$ cat src/rtl/quad_enc_gen.sv
// Quadrature encoder signal generator: turns step commands into A/B/Z edges at a
// programmable quarter-period while tracking a signed position and revolution index.
module quad_enc_gen #(
  parameter int STEP_W = 16,
  parameter int PRD_W  = 16,
  parameter int POS_W  = 32,
  parameter int PPR    = 1024
) (
  input  logic              clk,
  input  logic              rst_n,
  input  logic              cmd_valid,
  output logic              cmd_ready,
  input  logic              cmd_ccw,
  input  logic [STEP_W-1:0] cmd_steps,
  input  logic [PRD_W-1:0]  cmd_qprd,
  input  logic              abort,
  output logic              enc_a,
  output logic              enc_b,
  output logic              enc_z,
  output logic [POS_W-1:0]  pos,
  output logic              busy,
  output logic              done
);

  localparam int REV_N = 4 * PPR;
  localparam int REV_W = (REV_N > 2) ? $clog2(REV_N) : 1;
  localparam logic [REV_W-1:0] REV_LAST = REV_W'(REV_N - 1);

  localparam logic [0:0] ST_IDLE = 1'b0;
  localparam logic [0:0] ST_RUN  = 1'b1;

  logic [0:0]        r_state;
  logic              r_ccw;
  logic [STEP_W-1:0] r_remain;
  logic [PRD_W-1:0]  r_reload;
  logic [PRD_W-1:0]  r_cnt;
  logic [REV_W-1:0]  r_rev;

  logic [0:0]        w_state_nxt;
  logic              w_done_nxt;
  logic              w_accept;
  logic              w_fire;
  logic              w_last;
  logic [PRD_W-1:0]  w_qm1;
  logic [1:0]        w_ab_nxt;
  logic [POS_W-1:0]  w_pos_nxt;
  logic [REV_W-1:0]  w_rev_nxt;

  // Next {A,B} in Gray order; CW lets A lead, CCW lets B lead.
  function automatic logic [1:0] f_next_ab(input logic [1:0] ab, input logic ccw);
    logic [1:0] nxt;
    if (ccw) begin
      nxt = {ab[0], ~ab[1]};
    end else begin
      nxt = {~ab[0], ab[1]};
    end
    return nxt;
  endfunction

  assign cmd_ready = ~busy;

  // Handshake, reload value and step-due decode.
  always_comb begin
    w_accept = cmd_valid & (r_state == ST_IDLE);
    w_last   = (r_remain == STEP_W'(1));
    w_fire   = (r_state == ST_RUN) & ~abort & (r_cnt == PRD_W'(0)) & (r_remain != STEP_W'(0));
    if (cmd_qprd == PRD_W'(0)) begin
      w_qm1 = PRD_W'(0);
    end else begin
      w_qm1 = cmd_qprd - PRD_W'(1);
    end
  end

  // Phase, position and revolution index after one edge in the latched direction.
  always_comb begin
    w_ab_nxt = f_next_ab({enc_a, enc_b}, r_ccw);
    if (r_ccw) begin
      w_pos_nxt = pos - POS_W'(1);
      if (r_rev == REV_W'(0)) begin
        w_rev_nxt = REV_LAST;
      end else begin
        w_rev_nxt = r_rev - REV_W'(1);
      end
    end else begin
      w_pos_nxt = pos + POS_W'(1);
      if (r_rev == REV_LAST) begin
        w_rev_nxt = REV_W'(0);
      end else begin
        w_rev_nxt = r_rev + REV_W'(1);
      end
    end
  end

  // FSM next state; abort outranks a step that falls due in the same cycle.
  always_comb begin
    w_state_nxt = r_state;
    w_done_nxt  = 1'b0;
    case (r_state)
      ST_IDLE: begin
        if (w_accept) begin
          if (cmd_steps == STEP_W'(0)) begin
            w_state_nxt = ST_IDLE;
            w_done_nxt  = 1'b1;
          end else begin
            w_state_nxt = ST_RUN;
          end
        end else begin
          w_state_nxt = ST_IDLE;
        end
      end
      ST_RUN: begin
        if (abort) begin
          w_state_nxt = ST_IDLE;
        end else if (w_fire & w_last) begin
          w_state_nxt = ST_IDLE;
          w_done_nxt  = 1'b1;
        end else begin
          w_state_nxt = ST_RUN;
        end
      end
      default: begin
        w_state_nxt = ST_IDLE;
      end
    endcase
  end

  // FSM state with registered busy/done.
  always_ff @(posedge clk or negedge rst_n) begin
    if (!rst_n) begin
      r_state <= ST_IDLE;
      busy    <= 1'b0;
      done    <= 1'b0;
    end else begin
      r_state <= w_state_nxt;
      busy    <= (w_state_nxt == ST_RUN);
      done    <= w_done_nxt;
    end
  end

  // Command latch, remaining-step count and quarter-period down-counter.
  always_ff @(posedge clk or negedge rst_n) begin
    if (!rst_n) begin
      r_ccw    <= 1'b0;
      r_remain <= STEP_W'(0);
      r_reload <= PRD_W'(0);
      r_cnt    <= PRD_W'(0);
    end else if (w_accept) begin
      r_ccw    <= cmd_ccw;
      r_remain <= cmd_steps;
      r_reload <= w_qm1;
      r_cnt    <= w_qm1;
    end else if (w_fire) begin
      r_remain <= r_remain - STEP_W'(1);
      r_cnt    <= r_reload;
    end else if ((r_state == ST_RUN) && (r_cnt != PRD_W'(0))) begin
      r_cnt <= r_cnt - PRD_W'(1);
    end
  end

  // Encoder lines and position; phase persists across commands and aborts.
  always_ff @(posedge clk or negedge rst_n) begin
    if (!rst_n) begin
      enc_a <= 1'b0;
      enc_b <= 1'b0;
      enc_z <= 1'b1;
      pos   <= POS_W'(0);
      r_rev <= REV_W'(0);
    end else if (w_fire) begin
      enc_a <= w_ab_nxt[1];
      enc_b <= w_ab_nxt[0];
      enc_z <= (w_rev_nxt == REV_W'(0));
      pos   <= w_pos_nxt;
      r_rev <= w_rev_nxt;
    end
  end

endmodule
$ cat config.mk
export PLATFORM = sky130hd
export DESIGN_NAME = quad_enc_gen
export DESIGN_NICKNAME = d
export VERILOG_FILES = /design/src/rtl/quad_enc_gen.sv
export SDC_FILE = /design/constraint.sdc
export NUM_CORES = 1
export LEC_CHECK = 0
export CORE_UTILIZATION = 58
export CTS_CLUSTER_SIZE = 20
export DETAILED_ROUTE_END_ITERATION = 12
export MAX_ROUTING_LAYER = met4
export PLACE_DENSITY = 0.82
export SYNTH_ARGS = -nofsm -noshare
export SYNTH_HDL_FRONTEND = slang
export SYNTH_SLANG_ARGS = --single-unit
$ cat constraint.sdc
create_clock -name clk -period 3.84 [get_ports clk]
set_input_delay 0.768 -clock clk [delete_from_list [all_inputs] [get_ports clk]]
set_output_delay 0.768 -clock clk [all_outputs]
set_load 0.01 [all_outputs]
==> After elaboration in Yosys (flattened, before gate mapping) <==
Index checks and enable logic that the tools add are counted.
{ "word_totals": {"regBits": 98, "output_inout_bits": 38} }
{ "op_classes": {"addsub": 7, "eq_ne": 2, "muxes": 21, "n_bitwise": 9, "reduce_logical": 10} }
{ "op_table": {"columns": ["operator", "n"], "rows": [
  ["16-bit two-way mux", 6],
  ["16-bit logical NOT", 3],
  ["16-bit by 1-bit subtractor with 16-bit output (second input constant)", 3],
  ["12-bit two-way mux", 3],
  ["32-bit by 1-bit adder with 32-bit output (second input constant)", 1],
  ["32-bit two-way mux", 1],
  ["16-bit nonzero test", 2],
  ["32-bit by 1-bit subtractor with 32-bit output (second input constant)", 1],
  ["12-bit logical NOT", 2],
  ["16-bit by 1-bit == test with 1-bit output (second input constant)", 1],
  ["12-bit by 1-bit adder with 12-bit output (second input constant)", 1],
  ["12-bit == test (second input constant)", 1],
  ["12-bit by 1-bit subtractor with 12-bit output (second input constant)", 1],
  ["1-bit two-way mux", 8],
  ["1-bit AND", 5],
  ["1-bit NOT", 4],
  ["1-bit one-hot mux with 2 select lines", 2],
  ["3-bit nonzero test", 1],
  ["2-bit two-way mux", 1],
  ["2-bit nonzero test", 1],
  ["1-bit logical AND", 1]
]} }

==> Logic depth before layout (Yosys ltp) <==
Gate-level depths: netlist of run 1.
{ "depth": {"ltp_word": 8, "depth_mapped": 11} }

==> Worst setup path before layout of run 1 <==
OpenSTA, ideal clock, no wires.
{ "synth_timing": {"kind": "register -> register", "start": "reg r_ccw", "end": "reg pos[30]", "setup_ns": 0.123, "arrival_ns": 3.006, "slack_ns": 0.710, "path_stages_with_launch": 11, "path_buffers": 0, "period_less_slack_ns": 3.130, "path_cell_list": "dfrtp_1 -> ha_1 -> a21o_1 -> a21oi_1 -> o21ai_0 -> a311oi_2 -> nand4b_1 -> a211oi_1 -> o41ai_1 -> mux2i_1 -> nand2_1"} }
{ "synth_via": {"elab_chain_cells": 1} }
{ "synth_lines": {"columns": ["item", "line", "rtl"], "rows": [
  ["from (decl)", "33", "logic r_ccw;"],
  ["from (signal assigned)", "148", "r_ccw <= cmd_ccw;"],
  ["32-bit two-way mux", "77", "if (r_ccw) begin"],
  ["to (signal assigned)", "172", "pos <= w_pos_nxt;"],
  ["to (decl)", "20", "output logic [POS_W-1:0] pos,"]
]} }
Every way passes these cells.
A chain may end at the register's enable or synchronous reset.

==> Final worst setup path of run 1 <==
{ "layout_timing": {"start": "reg r_ccw", "end": "reg pos[26]"} }
The elaborated chain is that of the path after synthesis.

==> out/results.ini, run 1 <==
[global_routing]
antenna_found_initial = 0
grt-ovfl-total = 0
track_usage_pct = 30.73
grt_start_max_net_pins = 62
grt_pass1_wl_mm = 30.35
grt_pass1_vias = 6461

[critical_path]
path_cells = buf_4 > ha_1 > a21o_1 > a21oi_1 > o21ai_0 > a311oi_2 > o21bai_1 > a21oi_1 > o21ai_0 > xnor2_1 > o21ai_0
crit_family = compound AO/OA/AOI/OAI gates
crit_arrival_ps = 3830
end_kind = register
crit_path_top_delay_cell = dfrtp_1
slowest_delay_ps = 700
cp.required_ps = 4090
critPathMaxFanout = 14
cp-start-kind = register
crit_top_cell = o21ai_0
path_class = register to register
path_buf_inv = 1

[yosys]
async_reset_ff_share_pct = 100.0
ys_top_cells_by_area = dfrtp_1, ha_1, o21ai_0
ys_seq_elements = 98
syn_nets = 920
synth_ff_type = dfrtp_1
ys_types = 74
yosysSeqAreaShare_pct = 34.92
ys_warn_count = 0
synth_top_cell_by_area = dfrtp_1
synth-edff-count = 0
yosys.area.top_type_share_pct = 34.54
netlist_instances = 842
syn_area_um2 = 7027
avgSynthCellArea_um2 = 8.345

[sta]
drv_slew = 0
fin_hold_ws_ps = 469.6
min_period_ps = 3579
worst_slew_pin_slew_ps = 826.2
maxSlewHeadroom_pct = 44.92
fin_worst_skew_ps = 8.794
rsz0062_at_grt = false
period_share_pct = 93.19
finalSetupViolCount = 0
final.setup.tns_ps = 0
max_freq_ghz = 0.2794
hold_viol = 0

[placement]
port_buffers = 74
dp_hpwl_mm = 12.98
placed_cells = 1036
gp_congestion = 0.9712
dpl_cell_area_um2 = 7869

[detailed_routing]
vias_per_cell = 6.261
ant_nets = 0
first_iter_violations = 458
dr.pass1.iters = 10
wl_mm = 17.73
num_vias = 6587
wire_per_inst_um = 16.85
drc = 1

[clocking]
cts_buffers = 9
cts_tree = built
clock_latency_ps = 350
htree_levels = 3
cts.sinks = 98
root_buffer = clkbuf_16
clkTransAtPathRegs_ps = 70
postCtsSetupRepairBufs = 0
clock_path_buffers = 2
postCtsResizedCells = 0
hold_buffers = 0

[floorplanning]
initial_core_util_pct = 60.50
rows = 39
dieArea_um2 = 12560
core_area_um2 = 11610
die_w_um = 112.1
die_h_um = 112.1
pin_count = 75

[final_layout]
drive_gt1_share_pct = 5.831
multi_input_area_um2 = 4314
register_area_um2 = 2454
final_cell_count_no_fill = 1052
layout_common_cells = nand2_1, dfrtp_1, o21ai_0
fill_cells = 958
fin_util_pct = 70.38
diodes = 0
nNetsFinal = 982
layout_commonest_cell = nand2_1
area_growth_pct = 16.33
design_area_um2 = 8174

[flow_run]
maxCapViolations = 0

[pwr]
clockPowerShare_pct = 25.4
pwr_density_cell_nw_per_um2 = 455.0
p_leak_nw = 3.656
intPower_mw = 2.340
ir_drop_mv = 0.2172
pwr-share-seq_pct = 38.9
p_sw_share_pct = 37.08
p_sw_mw = 1.379
combinationalPowerShare_pct = 35.7

[outcome]
status = finished, violations left
violations = design-rule violations

[min_path]
worstHoldPathType = register to register

-- cell usage after synthesis (3+ instances only) --
library cell,number
nand2_1,107
dfrtp_1,97
o21ai_0,85
nor2_1,73
a21oi_1,66
ha_1,40
xnor2_1,32
nand3_1,30
xor2_1,30
a21o_1,29
nor3_1,21
inv_1,20
clkbuf_1,18
nor4_1,18
a31oi_1,12
buf_2,12
or3_1,10
a211oi_1,9
nand2b_1,9
o211ai_1,8
and3_1,7
nand4_1,7
nor3b_1,7
o21bai_1,7
and4_1,6
buf_4,4
o21a_1,4
o22ai_1,4
o31ai_1,4
a22o_1,3
nand3b_1,3
nor2b_1,3
nor4b_1,3
-- area by class of cell --
class	instances	share of cell area, %
Timing Repair Buffer	88	10.32
Clock buffer	11	3.092
Inverter	21	0.9643
Multi-Input combinational cell	686	52.78
Sequential cell	98	30.02
Clock inverter	5	0.6429
Tap cell	143	2.189
-- worst paths after layout --
| path | start | slack (ps) | end | cells past startpoint |
|---|---|---|---|---|
| max | r_ccw | 260 | pos[26] | 11 |
| min | r_reload[2] | 470 | r_reload[2] | 2 |
| min in group asynchronous | rst_n | 480 | pos[4] | 1 |
| max reg2reg | r_ccw | 260 | pos[26] | 11 |
| max in group asynchronous | rst_n | 2530 | pos[18] | 2 |
| min reg2reg | r_reload[2] | 470 | r_reload[2] | 2 |
-- cells by family (layout without fill, tap and decap cells) --
kind of cell | count (synthesis) | after routing | share of synthesized area (%)
adder cells (fa/ha/maj) | 41 | 41 | 7.407
AND/OR/NAND/NOR | 319 | 319 | 22.52
AO/OA/AOI/OAI | 261 | 261 | 23.18
flip-flops | 98 | 98 | 34.92
multiplexers | 3 | 3 | 0.4452
XOR/XNOR | 62 | 62 | 7.728
buffers and inverters | 58 | 125 | 3.793
-- routing by layer --
layer | part of all wire, % | GRT usage, %
met5 | 0 | -
met4 | 2.4 | 12.27
met3 | 5.3 | 3.942
met2 | 49 | 51.35
met1 | 43 | 38.01
-- power groups by stage --
stage	combinational, mW	sequential [mW]	clock (mW)
after floorplan	0.916	1.42	0
after detailed placement	1.31	1.46	0
after global placement	1.26	1.44	0
after CTS	1.32	1.44	0.956
after global routing	1.48	1.48	0.992
final	1.33	1.45	0.943
-- worst min-delay path, stage by stage (launching register included) --
cell	delay [ps]
dfrtp_1	320
nand2_1	60
nand2_1	50
-- state kept, by name, summed over array words and instances, names as in the netlist, 12 cells and up --
| register | count |
|---|---|
| r_reload | 16 |
| r_remain | 16 |
| pos | 32 |
| r_cnt | 16 |
| r_rev | 12 |
-- stage by stage --
step           total power [mW]  setup WS, ps
3_5_place_dp              2.761         232.1
2_1_floorplan             2.334         710.3
3_3_place_gp              2.702         340.2
6_report                  3.719         261.4
5_1_grt                   3.955         23.32
4_1_cts                   3.711         357.1
Note: power is estimated with default switching activity, not from simulation.
==> run 2: changes to the inputs <==
--- a/config.mk
+++ b/config.mk
@@ -10,6 +10,7 @@
 export DETAILED_ROUTE_END_ITERATION = 12
 export MAX_ROUTING_LAYER = met4
 export PLACE_DENSITY = 0.82
+export SLEW_MARGIN = 20
 export SYNTH_ARGS = -nofsm -noshare
 export SYNTH_HDL_FRONTEND = slang
 export SYNTH_SLANG_ARGS = --single-unit
==> results of run 2 <==
Same layout as run 1: the final DEF is identical, and so are final timing and power.
==> run 3: changes to the inputs <==
--- a/config.mk
+++ b/config.mk
@@ -5,11 +5,12 @@
 export SDC_FILE = /design/constraint.sdc
 export NUM_CORES = 1
 export LEC_CHECK = 0
-export CORE_UTILIZATION = 58
+export CORE_UTILIZATION = 35
 export CTS_CLUSTER_SIZE = 20
 export DETAILED_ROUTE_END_ITERATION = 12
+export GPL_TIMING_DRIVEN = 0
 export MAX_ROUTING_LAYER = met4
-export PLACE_DENSITY = 0.82
+export PLACE_DENSITY = 0.54
 export SLEW_MARGIN = 20
 export SYNTH_ARGS = -nofsm -noshare
 export SYNTH_HDL_FRONTEND = slang
==> out/results.ini, run 3 (synthesis results as in run 1) <==
[critical_path]
crit_arrival_ps = 3800  ; -30 ps
endpoint = pos[30]
end_kind = register
reg2reg_to = pos[30]
crit_family = compound AO/OA/AOI/OAI gates
r2r_slack_ps = 280  ; +20 ps
critPathMaxFanout = 32  ; +18
r2r_start = r_ccw
path_class = register to register
cp-start-kind = register
ff2ff_path_depth = 10  ; -1
slowest_delay_ps = 670  ; -30 ps
critPathLaunch = r_ccw
cp_num_cells = 10  ; -1
path_buf_inv = 0  ; -1
crit_path_top_delay_cell = dfrtp_4
cp.required_ps = 4080  ; about the same
path_cells = fa_1 > a21o_1 > a21oi_1 > o21ai_0 > a311oi_2 > nand4b_1 > a211oi_1 > o41ai_1 > mux2i_1 > nand2_1

[sta]
finalSetupViolCount = 0  ; unchanged
final.setup.tns_ps = 0  ; unchanged
worst_slew_pin_slew_ps = 767.5  ; -58.71 ps
layout_setup_ws_ps = 281.1  ; +19.66 ps
maxSlewHeadroom_pct = 48.64  ; +3.7 points
fin_worst_skew_ps = 7.774  ; -1.020 ps
min_period_ps = 3559  ; -19.66 ps
fin_hold_ws_ps = 308.4  ; -161.2 ps
drv_slew = 0  ; unchanged
rsz0062_at_grt = false
period_share_pct = 92.68  ; -0.51 points
hold_viol = 0  ; unchanged
max_freq_ghz = 0.2810  ; +0.55%

[clocking]
cts_tree = built
htree_levels = 3  ; unchanged
clkTransAtPathRegs_ps = 70  ; about the same
cts_buffers = 9  ; unchanged
postCtsSetupRepairBufs = 0  ; unchanged
root_buffer = clkbuf_16
cts.sinks = 98  ; unchanged
clock_latency_ps = 350  ; about the same
clock_path_buffers = 2  ; unchanged

[flow_run]
maxCapViolations = 0  ; unchanged

[final_layout]
final_cell_count_no_fill = 1198  ; +14%
drive_gt1_share_pct = 6.109  ; +0.28 points
nNetsFinal = 1006  ; +2.4%
area_growth_pct = 20.42
layout_common_cells = nand2_1, dfrtp_1, o21ai_0
largest_register_ffs = 32  ; unchanged
top_register = pos
design_area_um2 = 8462  ; +3.5%
layout_commonest_cell = nand2_1
fin_util_pct = 43.19  ; -27 points
diodes = 0  ; unchanged

[detailed_routing]
vias_per_cell = 5.317  ; -15%
ant_nets = 0  ; unchanged
num_vias = 6370  ; -3.3%
wire_per_inst_um = 16.46  ; -2.3%
first_iter_violations = 407  ; -11%
drc = 0  ; -1
dr.pass1.iters = 5  ; -5
wl_mm = 19.72  ; +11%

[global_routing]
grt_pass1_vias = 6108  ; -5.5%
antenna_found_initial = 0  ; unchanged
grt-ovfl-total = 0  ; unchanged
grt_start_max_net_pins = 63  ; +1.6%
track_usage_pct = 20.62  ; -10 points
grt_pass1_wl_mm = 32.16  ; +6.0%

[placement]
placed_cells = 1182  ; +14%
dpl_cell_area_um2 = 8129  ; +3.3%
place_ws_ps = 233.8  ; +1.702 ps
port_buffers = 74  ; unchanged
dp_hpwl_mm = 14.50  ; +12%
gp_congestion = 0.8490  ; -13%

[floorplanning]
pin_count = 75  ; unchanged
dieArea_um2 = 20650  ; +64%
initial_core_util_pct = 35.87  ; -25 points
rows = 51  ; +31%
die_h_um = 143.7  ; +28%
die_w_um = 143.7  ; +28%
core_area_um2 = 19590  ; +69%

[outcome]
status = completed

[pwr]
p_leak_nw = 3.712  ; +1.5%
ir_drop_mv = 0.2526  ; +16%
total_power_mw = 3.767  ; +1.3%
pwr_density_cell_nw_per_um2 = 445.2  ; -2.1%

[min_path]
worstHoldPathType = input port to async pin

==> run 3: cell count changes in the layout (fill, tap and decap cells not counted), moves of 2 or more <==
cell      previous run  this run
clkinv_2             3         1
clkbuf_1             0        19
buf_2                0        12
buf_4               15         4
buf_6                0         3
==> run 3: timing repair <==
action,in CTS,in global routing
endpoints found under the setup margin,0,3
gates resized for setup,0,1
hold buffers,0,0
==> run 3: area by class of cell <==
| type | count | area (um2) |
|---|---|---|
| Fill cell | 2000 | 11130 |
| Multi-Input combinational cell | 686 | 4307 |
| Sequential cell | 98 | 2457 |
| Timing Repair Buffer | 75 | 769.5 |
| Tap cell | 265 | 331.6 |
| Clock buffer | 12 | 256.5 |
| Buffer | 37 | 187.7 |
| Inverter | 21 | 78.83 |
| Clock inverter | 4 | 73.82 |
==> run 3: how the worst min path moves through the flow <==
| stage | start | end | slack, ps | cells past startpoint |
|---|---|---|---|---|
| floorplan | r_reload[2] | r_reload[2] | 430 | 2 |
| CTS | rst_n | r_rev[11] | 330 | 1 |
| detailed placement | r_reload[2] | r_reload[2] | 460 | 2 |
| global placement | r_reload[2] | r_reload[2] | 440 | 2 |
| global route | rst_n | r_rev[11] | 340 | 1 |
| finish | rst_n | r_rev[11] | 310 | 1 |
==> run 3: where the power goes <==
group / switching [mW] / internal (mW) / leakage, nW
Combinational: 0.735 / 0.570 / 2.28
Clock: 0.413 / 0.608 / 0.163
Sequential: 0.214 / 1.23 / 1.27
Total: 1.36 / 2.41 / 3.71
==> run 3: metal layers <==
metal,vias up,track usage [%],wire (um)
met2,114,32.98,9061
met3,23,2.932,627
met1,2997,27.35,9704
met4,0,5.151,328
li1,3236,-,-
met5,-,-,0
==> run 3: worst reg2reg max path, delay by kind of cell, from the launching register on <==
kind | cells | cell delay (ps)
and+or+nand+nor | 2 | 260
adders and majority gates | 1 | 490
AOI/OAI and AO/OA | 6 | 1780
muxes | 1 | 250
DFF | 1 | 670
